==> config.mk <==
export PLATFORM = sky130hd
export DESIGN_NAME = park_code_decoder_flat
export DESIGN_NICKNAME = d
export VERILOG_FILES = /design/src/rtl/park_code_decoder_if.sv /design/src/rtl/park_code_decoder.sv /design/src/flat_wrapper.sv
export SDC_FILE = /design/constraint.sdc
export NUM_CORES = 1
export LEC_CHECK = 0
export CAP_MARGIN = 10
export CORE_UTILIZATION = 33
export DETAILED_ROUTE_END_ITERATION = 8
export GPL_ROUTABILITY_DRIVEN = 0
export HOLD_SLACK_MARGIN = 0.12
export SLEW_MARGIN = 15
export SYNTH_ARGS = -nofsm -noshare
export SYNTH_HDL_FRONTEND = slang
export SYNTH_SLANG_ARGS = --single-unit
==> constraint.sdc <==
create_clock -name clk -period 12.4 [get_ports clk]
set_input_delay 1.86 -clock clk [delete_from_list [all_inputs] [get_ports clk]]
set_output_delay 1.86 -clock clk [all_outputs]
set_load 0.05 [all_outputs]
==> src/rtl/park_code_decoder_if.sv <==
// Exit-terminal bus for park_code_decoder: keypad code handshake, entry-side
// occupancy set port and the decode/gate/status outputs.
interface park_code_decoder_if;
   logic        code_valid;
   logic [3:0]  code_in;
   logic        code_ready;
   logic        occ_set_valid;
   logic [3:0]  occ_set_place;
   logic        occ_set_err;
   logic        result_valid;
   logic        result_ok;
   logic [3:0]  place_out;
   logic        gate_open;
   logic        locked;
   logic [15:0] occupancy;
   logic [4:0]  free_count;

   modport master (
      output code_valid, code_in, occ_set_valid, occ_set_place,
      input  code_ready, occ_set_err, result_valid, result_ok, place_out,
             gate_open, locked, occupancy, free_count
   );

   modport slave (
      input  code_valid, code_in, occ_set_valid, occ_set_place,
      output code_ready, occ_set_err, result_valid, result_ok, place_out,
             gate_open, locked, occupancy, free_count
   );
endinterface

==> src/rtl/park_code_decoder.sv <==
// Exit-side place-code decoder: decodes code to place ~code, frees an occupied
// place and opens the gate, locks the terminal after MAX_FAILS bad codes in a row.
module park_code_decoder #(
   parameter int unsigned GATE_CYCLES = 3000,
   parameter int unsigned MAX_FAILS   = 3,
   parameter int unsigned LOCK_CYCLES = 10000
) (
   input logic               clk,
   input logic               rst_n,
   park_code_decoder_if.slave bus
);

   localparam logic [2:0] S_IDLE   = 3'd0;
   localparam logic [2:0] S_DECODE = 3'd1;
   localparam logic [2:0] S_CHECK  = 3'd2;
   localparam logic [2:0] S_GATE   = 3'd3;
   localparam logic [2:0] S_LOCK   = 3'd4;

   localparam int unsigned TMAX = (GATE_CYCLES > LOCK_CYCLES) ? GATE_CYCLES : LOCK_CYCLES;
   localparam int unsigned TW   = $clog2(TMAX + 1);

   logic [2:0]    state_q, state_d;
   logic [3:0]    code_q;
   logic [3:0]    place_q;
   logic [2:0]    fail_q, fail_d;
   logic [2:0]    fail_inc;
   logic [TW-1:0] tmr_q, tmr_d;
   logic [15:0]   occ_q, occ_d;
   logic [4:0]    free_q, free_d;
   logic          set_err_q, set_err_d;
   logic          hit;

   assign hit      = occ_q[place_q];
   assign fail_inc = fail_q + 3'd1;

   always_comb begin
      state_d = state_q;
      fail_d  = fail_q;
      tmr_d   = tmr_q;
      case (state_q)
         S_IDLE:   if (bus.code_valid) state_d = S_DECODE;
         S_DECODE: state_d = S_CHECK;
         S_CHECK: begin
            if (hit) begin
               fail_d  = '0;
               tmr_d   = TW'(GATE_CYCLES - 1);
               state_d = S_GATE;
            end else begin
               fail_d = fail_inc;
               if (fail_inc == 3'(MAX_FAILS)) begin
                  tmr_d   = TW'(LOCK_CYCLES - 1);
                  state_d = S_LOCK;
               end else begin
                  state_d = S_IDLE;
               end
            end
         end
         S_GATE: begin
            if (tmr_q == '0) state_d = S_IDLE;
            else             tmr_d   = tmr_q - 1'b1;
         end
         S_LOCK: begin
            if (tmr_q == '0) begin
               state_d = S_IDLE;
               fail_d  = '0;
            end else begin
               tmr_d = tmr_q - 1'b1;
            end
         end
         default: state_d = S_IDLE;
      endcase
   end

   // A set on the place being freed hits an occupied bit, so the clear wins
   // and the set is reported as an error without extra arbitration.
   always_comb begin
      occ_d     = occ_q;
      set_err_d = 1'b0;
      if (state_q == S_CHECK && hit) occ_d[place_q] = 1'b0;
      if (bus.occ_set_valid) begin
         if (occ_q[bus.occ_set_place]) set_err_d = 1'b1;
         else                          occ_d[bus.occ_set_place] = 1'b1;
      end
   end

   always_comb begin
      free_d = 5'd16;
      for (int unsigned i = 0; i < 16; i++) begin
         free_d = free_d - {4'd0, occ_d[i]};
      end
   end

   always_ff @(posedge clk or negedge rst_n) begin
      if (!rst_n) begin
         state_q   <= S_IDLE;
         code_q    <= '0;
         place_q   <= '0;
         fail_q    <= '0;
         tmr_q     <= '0;
         occ_q     <= '0;
         free_q    <= 5'd16;
         set_err_q <= 1'b0;
      end else begin
         state_q   <= state_d;
         fail_q    <= fail_d;
         tmr_q     <= tmr_d;
         occ_q     <= occ_d;
         free_q    <= free_d;
         set_err_q <= set_err_d;
         if (state_q == S_IDLE && bus.code_valid) code_q <= bus.code_in;
         if (state_q == S_DECODE)                 place_q <= ~code_q;
      end
   end

   assign bus.code_ready   = (state_q == S_IDLE);
   assign bus.result_valid = (state_q == S_CHECK);
   assign bus.result_ok    = (state_q == S_CHECK) && hit;
   assign bus.place_out    = place_q;
   assign bus.gate_open    = (state_q == S_GATE);
   assign bus.locked       = (state_q == S_LOCK);
   assign bus.occupancy    = occ_q;
   assign bus.free_count   = free_q;
   assign bus.occ_set_err  = set_err_q;

endmodule

==> src/flat_wrapper.sv <==
// flat-port wrapper written by rule: the top's interface ports become plain ports
module park_code_decoder_flat 
#(
   parameter int unsigned GATE_CYCLES = 3000,
   parameter int unsigned MAX_FAILS   = 3,
   parameter int unsigned LOCK_CYCLES = 10000
)
  (clk, rst_n, bus_code_valid, bus_code_in, bus_occ_set_valid, bus_occ_set_place, bus_code_ready, bus_occ_set_err, bus_result_valid, bus_result_ok, bus_place_out, bus_gate_open, bus_locked, bus_occupancy, bus_free_count);
  park_code_decoder_if bus_i ();
  input logic clk;
  input logic rst_n;
  input wire logic [$bits(bus_i.code_valid)-1:0] bus_code_valid;
  input wire logic [$bits(bus_i.code_in)-1:0] bus_code_in;
  input wire logic [$bits(bus_i.occ_set_valid)-1:0] bus_occ_set_valid;
  input wire logic [$bits(bus_i.occ_set_place)-1:0] bus_occ_set_place;
  output wire logic [$bits(bus_i.code_ready)-1:0] bus_code_ready;
  output wire logic [$bits(bus_i.occ_set_err)-1:0] bus_occ_set_err;
  output wire logic [$bits(bus_i.result_valid)-1:0] bus_result_valid;
  output wire logic [$bits(bus_i.result_ok)-1:0] bus_result_ok;
  output wire logic [$bits(bus_i.place_out)-1:0] bus_place_out;
  output wire logic [$bits(bus_i.gate_open)-1:0] bus_gate_open;
  output wire logic [$bits(bus_i.locked)-1:0] bus_locked;
  output wire logic [$bits(bus_i.occupancy)-1:0] bus_occupancy;
  output wire logic [$bits(bus_i.free_count)-1:0] bus_free_count;
  assign bus_i.code_valid = bus_code_valid;
  assign bus_i.code_in = bus_code_in;
  assign bus_i.occ_set_valid = bus_occ_set_valid;
  assign bus_i.occ_set_place = bus_occ_set_place;
  assign bus_code_ready = bus_i.code_ready;
  assign bus_occ_set_err = bus_i.occ_set_err;
  assign bus_result_valid = bus_i.result_valid;
  assign bus_result_ok = bus_i.result_ok;
  assign bus_place_out = bus_i.place_out;
  assign bus_gate_open = bus_i.gate_open;
  assign bus_locked = bus_i.locked;
  assign bus_occupancy = bus_i.occupancy;
  assign bus_free_count = bus_i.free_count;
  park_code_decoder #(.GATE_CYCLES(GATE_CYCLES), .MAX_FAILS(MAX_FAILS), .LOCK_CYCLES(LOCK_CYCLES)) u_core (.clk(clk), .rst_n(rst_n), .bus(bus_i));
endmodule
; ---- Word-level counts from Yosys, hierarchy flattened
; Index checks and enable logic that the tools add are counted.
[word_totals]
register_bits = 50
output_inout_bits = 31
[op_classes]
addsub = 18
magnitude_cmp = 4
n_eq_ne = 10
mux = 24
bitwise_logic = 4
n_reduce_logical = 12
[op_table]
columns = op, count
row1 = 5-bit by 1-bit subtractor with 5-bit output, 15
row2 = 16-bit two-way mux, 3
row3 = 14-bit two-way mux, 3
row4 = 14-bit one-hot mux with 2 select lines, 1
row5 = 16-bit AND, 1
row6 = 16-bit inverter, 1
row7 = 16-bit OR, 1
row8 = 3-bit two-way mux, 5
row9 = 14-bit logical NOT, 1
row10 = 14-bit by 1-bit subtractor with 14-bit output (second input constant), 1
row11 = 3-bit one-hot mux with 4 select lines, 1
row12 = 4-bit by 5-bit less-than comparator with 1-bit output (second input constant), 2
row13 = 3-bit by 2-bit == test with 1-bit output (second input constant), 3
row14 = 1-bit binary-select mux with 4-bit select, 2
row15 = 1-bit demux with 4-bit select, 2
row16 = 4-bit by 1-bit greater-or-equal comparator with 1-bit output (second input constant), 2
row17 = 1-bit two-way mux, 6
row18 = 3-bit one-hot mux with 2 select lines, 1
row19 = 5-bit by 1-bit subtractor with 5-bit output (first input constant), 1
row20 = 1-bit logical AND, 4
row21 = 2-bit by 1-bit != test with 1-bit output (second input constant), 2
row22 = 2-bit != test (second input constant), 2
row23 = 4-bit inverter, 1
row24 = 2-bit AND reduction, 2
row25 = other kinds (8), 9

; ---- Logic depth before layout (Yosys ltp)
[depth]
depth_word = 26
mapped_depth = 21
mapped_depth_nobuf = 19

; ---- Worst setup path before layout
; Ideal clock, no wire load.
[synth_timing]
kind = input-to-reg
from = in bus_occ_set_place[0]
to = reg u_core.free_q[3] (netlist: u_core.bus.free_count[3])
setup_ps = 114
arrival_ps = 6620
setup_slack_ps = 5666
cell_stages = 17
cell_sequence = clkbuf_1 -> mux4_2 -> or3_1 -> o21ai_0 -> fa_1 -> inv_1 -> ha_1 -> inv_1 -> fa_1 -> fa_1 -> fa_1 -> inv_1 -> fa_1 -> ha_1 -> inv_1 -> fa_1 -> inv_1
[synth_via]
word_cells_on_any_way = 26
classes_between = 16 x add/sub / 2 x order compare / 6 x mux / 1 x bitwise / 1 x reduce/logical
[synth_rtl]
columns = element, line
row1 = start: declaration, flat_wrapper.sv:15  ; input wire logic [$bits(bus_i.occ_set_place)-1:0] bus_occ_set_place;
row2 = 4-bit by 5-bit less-than comparator with 1-bit output (not written as such) / 4-bit by 1-bit greater-or-equal comparator with 1-bit output (equally long branches), park_code_decoder.sv:82  ; else occ_d[bus.occ_set_place] = 1'b1;
row3 = 1-bit logical AND (not written as such), park_code_decoder.sv:82
row4 = 1-bit two-way mux (not written as such), park_code_decoder.sv:82
row5 = 1-bit demux with 4-bit select, n/a
row6 = 16-bit OR (no source line), n/a
row7 = 16-bit two-way mux (*), park_code_decoder.sv:81  ; if (occ_q[bus.occ_set_place]) set_err_d = 1'b1;
row8 = 16-bit two-way mux (*), park_code_decoder.sv:80  ; if (bus.occ_set_valid) begin
row9 = net u_core.occ_d[1], park_code_decoder.sv:28  ; logic [15:0] occ_q, occ_d;
row10 = 5-bit by 1-bit subtractor with 5-bit output (*) (15 in series), park_code_decoder.sv:89  ; free_d = free_d - {4'd0, occ_d[i]};
row11 = net u_core.free_d[3], park_code_decoder.sv:29  ; logic [4:0] free_q, free_d;
row12 = end signal: assignment, park_code_decoder.sv:108  ; free_q <= free_d;
row13 = end: declaration, park_code_decoder.sv:29
; The timed path passes the listed nets; every way through them passes the cells marked *. The select of a mux whose other input is x is not followed.
; A chain may end at the register's enable or synchronous reset.

; ---- Final worst setup path
[layout_timing]
from = in bus_occ_set_place[0]
to = reg u_core.free_q[3] (netlist: u_core.bus.free_count[3])
[layout_via]
elab_chain_len = 23
word_cells_on_any_way = 26
classes_between = 16 x add/sub / 2 x order compare / 6 x mux / 1 x bitwise / 1 x reduce/logical
[layout_rtl]
columns = element, line
row1 = 4-bit by 5-bit less-than comparator with 1-bit output (not written as such) / 4-bit by 1-bit greater-or-equal comparator with 1-bit output (equally long branches), park_code_decoder.sv:82
row2 = 1-bit logical AND (not written as such), park_code_decoder.sv:82
row3 = 1-bit two-way mux (not written as such), park_code_decoder.sv:82
row4 = 1-bit demux with 4-bit select, n/a
row5 = 16-bit OR (no source line), n/a
row6 = 16-bit two-way mux (*), park_code_decoder.sv:81
row7 = 16-bit two-way mux (*), park_code_decoder.sv:80
row8 = 5-bit by 1-bit subtractor with 5-bit output (15 in series), park_code_decoder.sv:89
row9 = 5-bit by 1-bit subtractor with 5-bit output (*), park_code_decoder.sv:89
row10 = net u_core.free_d[3], park_code_decoder.sv:29
; Marks and branches as above.

==> results.rst <==
.. list-table::
   :header-rows: 1

   * - Metric
     - Value
   * - Die outline area
     - about 0.010 mm2
   * - Core Rows
     - 35
   * - Clk_skew
     - just under 9 ps
   * - Setup fix buffers added after clock tree synthesis
     - 0
   * - Capture endpoint of the worst hold path
     - u_core.bus.place_out[0]
   * - Post-synth design cell area
     - about 0.0033 mm2
   * - CP Class
     - input port to flop
   * - Maximum number of pins on one net before global-route repair
     - 51
   * - Least-Margin Pin Slew
     - 1131 ps
   * - Violation count after the first detailed-route iteration
     - about 130
   * - Antenna viol nets, final
     - 0
   * - Total number of vias
     - 2,630
   * - Cell area reported after detailed placement
     - 0.003794 mm2
   * - Arrival @ worst endpoint
     - 7410 ps
   * - Final setup violation count
     - 0
   * - Die boundary width
     - a little over 100 um
   * - Launch point of the worst reg-to-reg path
     - u_core.state_q[2]
   * - Number of enable-type register cells in the synthesized netlist
     - 0
   * - Post-synth top area cell
     - sky130_fd_sc_hd__dfrtp_1
   * - Quantity of I/O buffers inserted on ports
     - 42
   * - CTS max path bufs
     - 2
   * - Count of unresolved DRC violations after routing
     - 0
   * - Final hold slack
     - approximately 440 ps
   * - Total number of yosys warnings
     - 0
   * - Critical path peak fanout
     - 12
   * - Final worst-path cycle share
     - between 50% and 60%
   * - Number of instances in the synthesized netlist
     - 322
   * - Final Worst Setup Slack
     - approximately 5200 ps
   * - Mean routed wirelength per cell
     - ~17 um
   * - Reg-to-Reg End
     - u_core.bus.free_count[3]
   * - H-tree depth reported by CTS
     - 2
   * - CTS tree
     - yes
   * - Drt first pass iters
     - 4
   * - RSZ-0062 raised after global routing
     - false
   * - Achievable clock frequency
     - between 0.1 and 0.15 GHz
   * - Cell type with the highest occurrence count on the critical path
     - sky130_fd_sc_hd__fa_1
   * - Seq/Total Area, Yosys
     - a little under two fifths
   * - Number of sinks handled by clock tree synthesis
     - 50
   * - Min-Delay Path Depth
     - 1
   * - Hold Fails Final Rpt
     - 0
   * - Cell types occupying the most area after synthesis
     - sky130_fd_sc_hd__dfrtp_1 37%, sky130_fd_sc_hd__mux4_2 6.9%, sky130_fd_sc_hd__fa_1 6.7%
   * - Required time at the endpoint of the critical path
     - about 13,000 ps
   * - Clock root buffer master
     - sky130_fd_sc_hd__clkbuf_8
   * - Maximum capacitance violations
     - 0
   * - Worst reg2reg path depth
     - 17
   * - CORE AREA
     - between 0.009 and 0.01 mm2
   * - Starting Density
     - about a third
   * - Layout overhead on the synthesized area
     - 18.45%
   * - Number of nets in the synthesized netlist
     - around 360
   * - Startpoint of the most critical hold path
     - u_core.code_q[0]
   * - Number of ports placed on the die boundary
     - 43
   * - Final total negative setup slack
     - 0 ps
   * - Largest stage delay, worst path
     - approximately 760 ps
   * - Total overflow reported by the global router
     - 0
   * - Final period demand of the worst path
     - ~7200 ps
   * - Clock transition at the register clock pins on the worst setup and hold paths after CTS
     - about 90 ps
   * - Count of unique library cells instantiated by Yosys
     - between 50 and 60
   * - Mean Syn Cell Area
     - a little over 10 um2
   * - Class of the most critical hold timing path
     - flop to flop
   * - Cell Chain, Critical Path
     - clkdlybuf4s50_1, mux4_2, or3b_2, o21a_1, fa_1, ha_1, inv_1, fa_1, fa_1, inv_1, fa_1, fa_1, ha_1, inv_1, fa_1, inv_1
   * - Number of CTS-inserted buffers
     - 5
   * - Hold bufs inserted after CTS
     - 0
   * - Slack of the worst reg-to-reg path
     - 6520 ps
   * - Number of antenna violations at the first check in global routing
     - 0
   * - Worst setup SP type
     - input port
   * - Crit. End Element
     - flop
   * - Cell type of the slowest stage on the worst timing path
     - sky130_fd_sc_hd__clkdlybuf4s50_1
   * - Top FF cell, synth
     - sky130_fd_sc_hd__dfrtp_1
   * - Vias in the first global route
     - approximately 2,700
   * - Final Routed Wirelength
     - approximately 8 mm
   * - Count of final max-slew check failures
     - 0
   * - Number of vias per cell
     - 5.389
   * - Number of gates resized after cts
     - 0
   * - Final non-filler cell area
     - about 0.0039 mm2
   * - Setup WS pre-CTS
     - around 4800 ps
   * - Run status
     - finished clean
   * - Share of flip-flops with an asynchronous set or reset after synthesis
     - 100.0%
   * - Synthesis-stage register bit count
     - 50
   * - Fraction of final layout cells sized beyond drive strength 1
     - approximately 9.2%
   * - Clock insertion delay at the later pin of the skew report
     - ~310 ps
   * - Vertical die dimension
     - 101.6 um
   * - Relative slew slack
     - 24.61%
   * - Post-detail-place hpwl
     - around 6.0 mm
   * - Yosys top cell area share
     - 37.43%
   * - Total global-route track usage
     - between 10% and 20%
   * - # diodes
     - 0
   * - Wire length of the first global-routing pass
     - between 10 and 15 mm
   * - NumNets Final
     - a little under 400
## placed cells by master, fill, tap and decap left out, types with 5 or more instances in the layout
master / netlist / final
sky130_fd_sc_hd__a21oi_1: 11 / 11
sky130_fd_sc_hd__a22oi_1: 8 / 8
sky130_fd_sc_hd__and2_1: 7 / 7
sky130_fd_sc_hd__clkbuf_8: 0 / 5
sky130_fd_sc_hd__clkdlybuf4s50_1: 0 / 41
sky130_fd_sc_hd__dfrtp_1: 49 / 49
sky130_fd_sc_hd__fa_1: 11 / 11
sky130_fd_sc_hd__ha_1: 14 / 14
sky130_fd_sc_hd__inv_1: 28 / 28
sky130_fd_sc_hd__mux2_2: 5 / 5
sky130_fd_sc_hd__mux4_2: 10 / 10
sky130_fd_sc_hd__nand2_1: 30 / 30
sky130_fd_sc_hd__nor2_1: 17 / 17
sky130_fd_sc_hd__nor3_1: 7 / 7
sky130_fd_sc_hd__o21a_1: 7 / 7
sky130_fd_sc_hd__o21ai_0: 27 / 27
sky130_fd_sc_hd__o31ai_1: 6 / 6
## sequential cells by signal, summed over array words and instances (netlist names)
| signal | cells |
|---|---|
| u_core.bus.occ_set_err | 1 |
| u_core.bus.occupancy | 16 |
| u_core.fail_q | 3 |
| u_core.bus.place_out | 4 |
| u_core.tmr_q | 14 |
| u_core.code_q | 4 |
| u_core.state_q | 3 |
| u_core.bus.free_count | 5 |
## layer usage
metal	up-vias	routed length [um]	GRT usage, %
met4	0	85	5.017
met2	76	3968	26.92
li1	1232	-	-
met1	1313	3567	22.79
met3	9	435	3.727
met5	-	0	0
## layout make-up
type	count	area, um2
well taps	129	161.4
flip-flops and latches	50	1252
clock inverters	2	13.76
multi-input cells	229	1844
inverters	28	105.1
clock buffers	6	72.57
repair buffers	44	430.4
fillers	949	5535
## per-stage QoR
| step | cells | utilization [%] |
|---|---|---|
| after floorplan | 322 | - |
| after global placement | 480 | 40.29 |
| after detailed placement | 480 | 40.29 |
| after CTS | 488 | 41.21 |
| after global routing | 488 | 41.21 |
| final | 488 | 41.21 |
## worst max-delay path: cells and delay by family
family | cells | cell delay, ps
compound gates | 1 | 230
fa+ha+maj | 8 | 3260
buf+inv | 5 | 950
mux | 1 | 570
simple gates | 1 | 540
## cell usage after synthesis, drive strengths merged (4+ instances only)
| library cell | number |
|---|---|
| ha | 14 |
| dfrtp | 49 |
| nor3 | 8 |
| a22oi | 8 |
| nand3 | 4 |
| o31ai | 6 |
| o21a | 7 |
| nand2 | 30 |
| and3 | 4 |
| a21oi | 12 |
| and2 | 7 |
| mux4 | 11 |
| mux2 | 5 |
| inv | 28 |
| fa | 11 |
| nor4 | 4 |
| or3b | 4 |
| nor2 | 17 |
| a221o | 4 |
| o21ai | 29 |
| clkbuf | 10 |
| buf | 5 |
| nor3b | 4 |
## kinds of logic (layout without fill, tap and decap cells)
kind of cell / count (synthesis) / count (layout) / synth area share [%]
XOR/XNOR: 3 / 3 / 0.8023
AO/OA/AOI/OAI: 88 / 88 / 18.18
flip-flops: 50 / 50 / 38.24
AND/OR/NAND/NOR: 96 / 96 / 15.55
buffers and inverters: 43 / 80 / 5.462
multiplexers: 17 / 17 / 9.702
adder cells (fa/ha/maj): 25 / 25 / 12.07
## worst max path at each step
stage                     slack (ps)                  endpoint                  from
after floorplan                 5670  u_core.bus.free_count[3]  bus_occ_set_place[0]
after global placement          4930  u_core.bus.free_count[3]  bus_occ_set_place[0]
after detailed placement        4850  u_core.bus.free_count[3]  bus_occ_set_place[0]
after CTS                       5180  u_core.bus.free_count[3]  bus_occ_set_place[0]
after global routing            4920  u_core.bus.free_count[4]  bus_occ_set_place[0]
final                           5200  u_core.bus.free_count[3]  bus_occ_set_place[0]
Power is left out: the tool's default activity adds up to more than one toggle a clock period on the data nets, which glitch-free logic cannot reach.
